## src/rtl/uart_line_assembler.sv

```systemverilog
// Line-buffered echo: collects received bytes until TERM or a full buffer, then replays the line plus CR LF.
// Optional build macro UART_LINE_UPCASE_EN upper-cases 'a'..'z' while the stored line is replayed.
module uart_line_assembler #(
  parameter int                 WIDTH   = 8,
  parameter int                 MAX_LEN = 32,
  parameter logic [WIDTH-1:0]   TERM    = 8'h0D
) (
  input  logic             clk,
  input  logic             rst_n,
  input  logic [WIDTH-1:0] rx_data,
  input  logic             rx_new_data,
  input  logic             tx_full,
  output logic [WIDTH-1:0] tx_data,
  output logic             tx_strobe,
  output logic             busy,
  output logic             overflow
);

  localparam int AW = $clog2(MAX_LEN);
  localparam int PW = AW + 1;
  localparam logic [WIDTH-1:0] CR_BYTE = WIDTH'(8'h0D);
  localparam logic [WIDTH-1:0] LF_BYTE = WIDTH'(8'h0A);

  typedef enum logic [1:0] {
    COLLECT,
    FLUSH,
    SEND_CR,
    SEND_LF
  } state_t;

  state_t           state, next_state;
  logic [PW-1:0]    wr_ptr, rd_ptr;
  logic [WIDTH-1:0] line_buf [MAX_LEN];
  logic             can_send;
  logic             store_byte;
  logic             flush_write;

`ifdef UART_LINE_UPCASE_EN
  function automatic logic [WIDTH-1:0] replay_byte(input logic [WIDTH-1:0] b);
    if (b >= WIDTH'(8'h61) && b <= WIDTH'(8'h7A))
      return b - WIDTH'(8'h20);
    return b;
  endfunction
`else
  function automatic logic [WIDTH-1:0] replay_byte(input logic [WIDTH-1:0] b);
    return b;
  endfunction
`endif

  // A write is only allowed when the FIFO has room and no strobe went out last cycle,
  // so the full flag always gets one cycle to reflect the previous write.
  assign can_send = !tx_full && !tx_strobe;

  always_comb begin
    next_state  = state;
    store_byte  = 1'b0;
    flush_write = 1'b0;
    case (state)
      COLLECT: begin
        if (rx_new_data) begin
          if (rx_data == TERM) begin
            next_state = FLUSH;
          end else begin
            store_byte = 1'b1;
            if (wr_ptr == PW'(MAX_LEN - 1))
              next_state = FLUSH;
          end
        end
      end
      FLUSH: begin
        if (rd_ptr == wr_ptr)
          next_state = SEND_CR;
        else if (can_send)
          flush_write = 1'b1;
      end
      SEND_CR: begin
        if (can_send)
          next_state = SEND_LF;
      end
      SEND_LF: begin
        if (can_send)
          next_state = COLLECT;
      end
      default: next_state = COLLECT;
    endcase
  end

  always_ff @(posedge clk) begin
    if (store_byte)
      line_buf[wr_ptr[AW-1:0]] <= rx_data;
  end

  always_ff @(posedge clk) begin
    if (!rst_n) begin
      state     <= COLLECT;
      wr_ptr    <= '0;
      rd_ptr    <= '0;
      tx_data   <= '0;
      tx_strobe <= 1'b0;
      busy      <= 1'b0;
      overflow  <= 1'b0;
    end else begin
      state     <= next_state;
      busy      <= (next_state != COLLECT);
      overflow  <= rx_new_data && (state != COLLECT);
      tx_strobe <= 1'b0;
      if (store_byte)
        wr_ptr <= wr_ptr + 1'b1;
      if (flush_write) begin
        tx_strobe <= 1'b1;
        tx_data   <= replay_byte(line_buf[rd_ptr[AW-1:0]]);
        rd_ptr    <= rd_ptr + 1'b1;
      end
      if (state == SEND_CR && can_send) begin
        tx_strobe <= 1'b1;
        tx_data   <= CR_BYTE;
      end
      if (state == SEND_LF && can_send) begin
        tx_strobe <= 1'b1;
        tx_data   <= LF_BYTE;
        wr_ptr    <= '0;
        rd_ptr    <= '0;
      end
    end
  end

endmodule

```

## config.mk

```make
export PLATFORM = sky130hd
export DESIGN_NAME = uart_line_assembler
export DESIGN_NICKNAME = d
export VERILOG_FILES = /design/src/rtl/uart_line_assembler.sv
export SDC_FILE = /design/constraint.sdc
export NUM_CORES = 1
export LEC_CHECK = 0
export CORE_MARGIN = 5
export CORE_UTILIZATION = 62
export CTS_CLUSTER_SIZE = 40
export DETAILED_ROUTE_END_ITERATION = 8
export GPL_TIMING_DRIVEN = 1
export PLACE_DENSITY = 0.79
export SLEW_MARGIN = 20
export SYNTH_ARGS = -nofsm -noshare
export SYNTH_HDL_FRONTEND = slang
export SYNTH_SLANG_ARGS = --single-unit
```

## constraint.sdc

```tcl
create_clock -name clk -period 2.55 [get_ports clk]
set_input_delay 0.255 -clock clk [delete_from_list [all_inputs] [get_ports clk]]
set_output_delay 0.255 -clock clk [all_outputs]
set_load 0.005 [all_outputs]
```

== Word level (Yosys, flattened, before mapping) ==
Memory sizes are Yosys's and may differ from the RTL's. A register that Yosys moved wholly into a read port is not among the register bits.
Index checks and enable logic that the tools add are counted.

* Bits in registers: 25
* Memory bits (writable): 256
* Output and inout bits: 11
* Logic and storage cells: 55
* Memories kept: 1

* $add $sub $neg: 2
* Equality and inequality tests: 6
* Mux-type cells: 23
* Bitwise logic cells: 1
* Reductions and logical operators: 13

{| class="wikitable"
|+ Memories
! memory !! depth !! bits a word !! rd ports !! clocked after memory_dff !! write ports !! line !! text
|-
| line_buf || 32 || 8 || 1 || 1 || 1 || 33 || <nowiki>logic [WIDTH-1:0] line_buf [MAX_LEN];</nowiki>
|}

{| class="wikitable"
|+ Operators by type and width
! operator !! count
|-
| $add 6x1->6 const B || 2
|-
| $mux 2 || 6
|-
| $mux 4 || 3
|-
| $mux 1 || 11
|-
| $mux 5 || 2
|-
| $eq 8x4->1 const B || 1
|-
| $pmux 2 s4 || 1
|-
| $eq 6x5->1 const B || 1
|-
| $eq 6x6->1 || 1
|-
| $reduce_bool 2->1 || 3
|-
| $eq 2x2->1 const B || 2
|-
| $logic_and 1x1->1 || 4
|-
| $reduce_bool 3->1 || 1
|-
| $reduce_or 3->1 || 1
|-
| $eq 2x1->1 const B || 1
|-
| $logic_not 1->1 || 2
|-
| $logic_not 2->1 || 1
|-
| $reduce_or 2->1 || 1
|-
| $not 1->1 || 1
|}

== Longest topological paths before layout ==
Gate-level depths: netlist of run 1.

* Depth after elaboration: 8
* Depth in mapped cells: 9

== Worst setup path after synthesis of run 1 ==
OpenSTA, ideal clock, no wires.

* Path kind: in2reg
* From: in rx_data[0]
* To: mem line_buf[11][0] (enable)
* Arrival: 1.756 ns
* Data required time: 2.180 ns
* Path slack: 0.423 ns
* Cell stages on the path: 4
* Buffers on the path: 0
* Cells stage by stage: and4b_1 a2111oi_4 nand2_1 nor2_1

* Word-level cells in the longest chain between the ends: 6

{| class="wikitable"
|+ RTL lines
! item !! line !! text
|-
| start, declared || 10 || <nowiki>input logic [WIDTH-1:0] rx_data,</nowiki>
|-
| $eq 8x4->1 || 61 || <nowiki>if (rx_data == TERM) begin</nowiki>
|-
| $mux 1 || 61 ||
|-
| $mux 1 || 60 || <nowiki>if (rx_new_data) begin</nowiki>
|-
| $mux 1 || 58 || <nowiki>case (state)</nowiki>
|-
| $mux 1 || 89 || <nowiki>if (store_byte)</nowiki>
|-
| $mux 1 (implied by the code) || 90 || <nowiki>line_buf[wr_ptr[AW-1:0]] <= rx_data;</nowiki>
|-
| end, declared || 33 ||
|}

No other way between the ends.

== Worst setup path after layout of run 1 ==
* From: in rx_data[1]
* To: mem line_buf[20][4] (enable)

Same word-level chain as after synthesis.

==> results of run 1 <==
-- tightest hold or removal path: stages --
cell             delay [ns]
clkdlybuf4s50_1        0.48
o311ai_0               0.14
a31oi_1                0.05
-- through the flow --
stage                     util (%)  TNS, ns  setup WS [ns]  cell area (µm²)  hold slack, ns
after floorplan                  -        0          0.423            11300           0.354
after global placement        67.6   -24.83         -0.164            12100           0.488
after detailed placement      67.6   -52.69         -0.298            12100           0.505
after CTS                     72.7        0          0.119            13100           0.420
after global routing          72.7        0         0.0473            13100           0.478
final                         72.7        0          0.163            13100           0.445
-- cells in the mapped netlist, drive strengths merged (2+ instances only) --
cell | number | area share, %
ha | 5 | 0.55
a22oi | 3 | 0.20
o211ai | 4 | 0.26
mux2 | 3 | 0.30
nand3 | 6 | 0.26
a211oi | 4 | 0.26
o31ai | 2 | 0.13
nor4 | 2 | 0.24
inv | 10 | 0.33
o311ai | 3 | 0.23
nor2 | 54 | 1.8
a2111oi | 2 | 0.32
nand2 | 25 | 0.83
o2111ai | 2 | 0.15
o32a | 2 | 0.18
a221oi | 14 | 1.2
buf | 15 | 1.5
xnor2 | 6 | 0.46
mux2i | 32 | 2.8
a31oi | 7 | 0.39
dfxtp | 30 | 5.3
or3 | 2 | 0.11
nand4 | 3 | 0.17
nor3 | 7 | 0.31
or3b | 2 | 0.15
and4 | 2 | 0.15
nand3b | 4 | 0.26
edfxtp | 256 | 68
clkbuf | 14 | 0.46
mux4 | 55 | 11
a21oi | 7 | 0.31
xor2 | 9 | 0.69
or4 | 2 | 0.13
a311oi | 2 | 0.15
-- worst max path at each step --
stage	startpoint	endpoint	cells after the start
finish	rx_data[1]	line_buf[20][4]	6
global route	rx_data[1]	line_buf[5][0]	6
CTS	register	tx_data[4]	5
detailed placement	rx_data[1]	line_buf[8][2]	6
global placement	rx_data[1]	line_buf[1][3]	6
floorplan	rx_data[0]	line_buf[11][0]	4
-- where the power goes --
| group | total (mW) | switching, mW | internal (mW) |
|---|---|---|---|
| Sequential | 5.14 | 0.0154 | 5.12 |
| Combinational | 0.242 | 0.173 | 0.0689 |
| Clock | 4.08 | 1.73 | 2.35 |
| Total | 9.46 | 1.92 | 7.54 |
-- layout make-up --
| cell class | count | area [µm²] |
|---|---|---|
| Sequential cell | 286 | 8290 |
| Fill cell | 981 | 4900 |
| Tap cell | 229 | 287 |
| Timing Repair Buffer | 83 | 716 |
| Clock buffer | 35 | 801 |
| Inverter | 11 | 41.3 |
| Clock inverter | 13 | 125 |
| Multi-Input combinational cell | 280 | 2800 |
-- logic make-up (layout without fill, tap and decap cells) --
kind of cell | count (synthesis) | after routing | share of synthesized area (%)
AND/OR/NAND/NOR | 113 | 113 | 4.68
multiplexers | 90 | 90 | 14.2
flip-flops | 286 | 286 | 73.0
AO/OA/AOI/OAI | 57 | 57 | 4.11
adder cells (fa/ha/maj) | 5 | 5 | 0.551
buffers and inverters | 40 | 142 | 2.29
XOR/XNOR | 15 | 15 | 1.16
-- sequential cells by signal, indices dropped and copies added (netlist names), named ones only --
signal	cells
line_buf	256
tx_data	8
rd_ptr	6
wr_ptr	6
state	2
busy	1
overflow	1
tx_strobe	1
-- layer usage --
layer	GRT usage (%)	routed length [µm]	vias up
met3	4.74	3140	66
met2	39.0	12500	455
met4	6.30	707	0
met1	35.9	9700	3081
met5	0	0	-
li1	-	-	2615
==> flow_summary.toml, run 1 <==
[status]
status = "completed"

[drt]
initialDrtViolationCount = 883
first_pass_iters = 8
avgViaCountPerCell = 6.64
remaining_drc_errors = 0
vias = 6217
routedWlPerCell_um = 27.8
postRouteAntennaNets = 0
drt-total-wl_mm = 26.1

[placed_design]
numPlacedInstances = 889
numPortBuffers = 22
hpwl_mm = 16.7
place_congestion = 0.917

[sta]
skew_ns = 0.00990
tightest_slew_ns = 0.716
post-route-min-period_ns = 2.39
rsz0062_at_grt = "false"
slew_violations = 0
fmax_mhz = 419
finalHoldViolCount = 0
period_share_pct = 93.6
setup_violations = 0
max-slew-margin-rel_pct = 51.8

[yosys]
syn-num-nets = 623
synth_area_per_cell_um2 = 18.7
yosys_most_used_dff = "edfxtp_1"
netlist-cell-type-count = 54
synth-edff-count = 256
netlist_instances = 606
synth_area_mm2 = 0.0113
synth_seq_cells = 286
yosysSeqAreaShare_pct = 73.0
async_flop_share_pct = 0
ys_warn_count = 0

[clock_tree]
cts_buffers = 26
postCtsHoldBufs = 0
cts_max_path_buffers = 3
tritoncts = "yes"
clockRootBuffer = "clkbuf_16"
cts_max_level = 1
ctsResizeCount = 0
clk_pin_slew_ns = 0.07
cts_setup_buffers = 0
cts_sinks = 286
clk_latency_ns = 0.53

[grt]
grt_pass1_vias = 6283
grt_remaining_overflow = 0
grt_start_max_net_pins = 36
antenna_found_initial = 0
grt_pass1_wl_mm = 39.2
track_usage_pct = 24.5

[die]
die_h_um = 145
die_w_um = 145
die_area_mm2 = 0.0211
num_io_pins = 23
start_util_pct = 63.2
fp-row-count = 49
coreArea_mm2 = 0.0180

[layout]
syn_to_final_growth_pct = 15.1
drive_gt1_share_pct = 24.0
diodes = 0
final_common_cell = "edfxtp_1"
layout_common_cells = "edfxtp_1 (256), buf_4 (58), nor2_1 (54)"
final_cells = 937
fin_nets = 705

[worst_hold_path]
hold_path.class = "in2reg"
hold_start = "rst_n"
hold_depth = 3
holdPathEnd = "tx_data[0]"

[critical_path]
crit_family = "simple AND/OR/NAND/NOR gates"
endpoint_kind = "register"
crit_arrival_ns = 2.62
timing.critical_path.fanout_max = 8
required_ns = 2.78
reg2reg_to = "tx_data[1]"
reg2reg_slack_ns = 0.18
worst-path-buf-inv = 2
path_cells = "clkdlybuf4s50_1 > and4b_1 > a2111oi_4 > nand2_1 > nor2_1 > buf_4"
path_class = "in2reg"
max_stage_delay_ns = 0.60
worst_setup_path_start_kind = "input pin"
crit_slowest_cell = "clkdlybuf4s50_1"
worstRegToRegCells = 5

[power_and_ir_drop]
ir_drop_uv = 776
finalPower_mw = 9.46
p_leak_nw = 4.19
powerDensity_mw_per_mm2 = 724

[job]
cap_violations = 0
Note: power is estimated with default switching activity, not from simulation.
==> inputs of run 2 (changes only) <==
--- a/config.mk
+++ b/config.mk
@@ -5,6 +5,7 @@
 export SDC_FILE = /design/constraint.sdc
 export NUM_CORES = 1
 export LEC_CHECK = 0
+export ABC_CLOCK_PERIOD_IN_PS = 2550
 export CORE_MARGIN = 5
 export CORE_UTILIZATION = 62
 export CTS_CLUSTER_SIZE = 40
==> results of run 2 <==
Final layout, timing and power as in run 1 (identical DEF).
==> inputs of run 3 (changes only) <==
--- a/config.mk
+++ b/config.mk
@@ -5,13 +5,13 @@
 export SDC_FILE = /design/constraint.sdc
 export NUM_CORES = 1
 export LEC_CHECK = 0
-export ABC_CLOCK_PERIOD_IN_PS = 2550
+export ABC_CLOCK_PERIOD_IN_PS = 2750
 export CORE_MARGIN = 5
-export CORE_UTILIZATION = 62
+export CORE_UTILIZATION = 66
 export CTS_CLUSTER_SIZE = 40
 export DETAILED_ROUTE_END_ITERATION = 8
 export GPL_TIMING_DRIVEN = 1
-export PLACE_DENSITY = 0.79
+export PLACE_DENSITY = 0.84
 export SLEW_MARGIN = 20
 export SYNTH_ARGS = -nofsm -noshare
 export SYNTH_HDL_FRONTEND = slang
==> constraint.sdc (replaced) <==
create_clock -name clk -period 2.75 [get_ports clk]
set_input_delay 0.275 -clock clk [delete_from_list [all_inputs] [get_ports clk]]
set_output_delay 0.275 -clock clk [all_outputs]
set_load 0.005 [all_outputs]
==> flow_summary.toml, run 3 (same netlist as run 1, synthesis figures left out) <==
[status]
status = "completed"

[grt]
track_usage_pct = 28.2
grt_pass1_wl_mm = 41.1
grt_pass1_vias = 6385
grt_start_max_net_pins = 35
antenna_found_initial = 0
grt_remaining_overflow = 0

[clock_tree]
clk_pin_slew_ns = 0.07
cts_max_path_buffers = 3
cts_buffers = 27
postCtsHoldBufs = 0
cts_max_level = 1
cts_sinks = 286
clk_latency_ns = 0.54
tritoncts = "yes"
clockRootBuffer = "clkbuf_16"

[drt]
vias = 6356
first_pass_iters = 5
initialDrtViolationCount = 1045
drt-total-wl_mm = 27.2
avgViaCountPerCell = 7.01
routedWlPerCell_um = 30.0
postRouteAntennaNets = 0
remaining_drc_errors = 0

[layout]
final_common_cell = "edfxtp_1"
final_cells = 907
layout_common_cells = "edfxtp_1 (256), nor2_1 (54), mux4_2 (51)"
largest_reg_flops = 256
drive_gt1_share_pct = 20.5
diodes = 0
fin_nets = 681
nFillCells = 876
syn_to_final_growth_pct = 13.1

[placed_design]
pre_cts_slack_ns = -0.277
numPortBuffers = 22
numPlacedInstances = 860
place_congestion = 0.957
hpwl_mm = 16.5

[sta]
period_share_pct = 96.0
fin_ws_ns = 0.111
rsz0062_at_grt = "false"
whs_ns = 0.483
post-route-min-period_ns = 2.64
slew_violations = 0
max-slew-margin-rel_pct = 45.4
fmax_mhz = 379
setup_violations = 0
tightest_slew_ns = 0.815
finalHoldViolCount = 0
skew_ns = 0.0165

[power_and_ir_drop]
p_leak_nw = 4.05
ir_drop_uv = 603
powerDensity_mw_per_mm2 = 685
finalPower_mw = 8.79

[critical_path]
worst_setup_path_start_kind = "register"
required_ns = 3.19
worstRegToRegCells = 6
crit_slowest_cell = "dfxtp_4"
path_class = "reg2reg"
timing.critical_path.fanout_max = 34
max_stage_delay_ns = 0.78
crit_arrival_ns = 3.08
path_cells = "buf_4 > mux2i_1 > a221oi_1 > nor3_1 > o32a_1 > a211oi_1"
endpoint_kind = "register"

[die]
die_area_mm2 = 0.0199
start_util_pct = 66.5
coreArea_mm2 = 0.0171
num_io_pins = 23
die_h_um = 141
fp-row-count = 48
die_w_um = 141

[job]
cap_violations = 0

[worst_hold_path]
hold_path.class = "in2reg"
hold_start = "rx_new_data"
hold_depth = 3
## run 3: cell count changes in the layout (fill, tap and decap cells not counted), sizes merged
cell / previous run / this run
buf: 61 / 36
clkinvlp: 4 / 1
inv: 14 / 10
clkinv: 5 / 8
bufinv: 1 / 4
## run 3: metal layers
layer  vias to the layer above  GRT usage, %  part of all wire [%]
li1                       2566             -                     -
met1                      3195          39.9                    37
met2                       497          44.9                    48
met3                        98          5.46                    11
met4                         0          9.54                   4.1
met5                         -             0                     0
## run 3: what timing repair did
item	CTS	global route
resized for setup	1	1
setup buffers	0	0
hold endpoints to repair	0	0
gates cloned	0	0
setup endpoints to repair	1	1
## run 3: stage by stage
stage | utilization [%] | instance area, µm² | TNS [ns]
floorplan | - | 11300 | 0
global placement | 69.9 | 11900 | -9.51
detailed placement | 69.9 | 11900 | -52.21
CTS | 75.2 | 12800 | 0
global route | 75.2 | 12800 | 0
finish | 75.2 | 12800 | 0
## run 3: path summary, 6_finish.rpt
check                    end  slack [ns]
setup / recovery  tx_data[4]        0.11
hold / removal      overflow        0.48
setup reg to reg  tx_data[4]        0.11
hold reg to reg    rd_ptr[5]        0.53
## run 3: worst max-delay path, delay by kind of cell (launching register included)
| family | cells | cell delay [ns] |
|---|---|---|
| mux | 1 | 0.11 |
| simple gates | 1 | 0.13 |
| flops | 1 | 0.78 |
| buf+inv | 1 | 0.31 |
| compound gates | 3 | 1.20 |
## run 3: final cells by class
type	count	area, µm²	area share [%]
sequential	286	8290	64.6
clock buffer	35	746	5.81
inverter	11	45.0	0.351
multi-input combinational	280	2800	21.8
clock inverter	12	159	1.24
tap	225	282	2.19
timing repair buffer	58	503	3.92
## run 3: where the power goes
part | switching, mW | internal, mW | leakage (nW)
Sequential | 0.0145 | 4.75 | 2.55
Clock | 1.53 | 2.27 | 0.445
Combinational | 0.159 | 0.0677 | 1.05
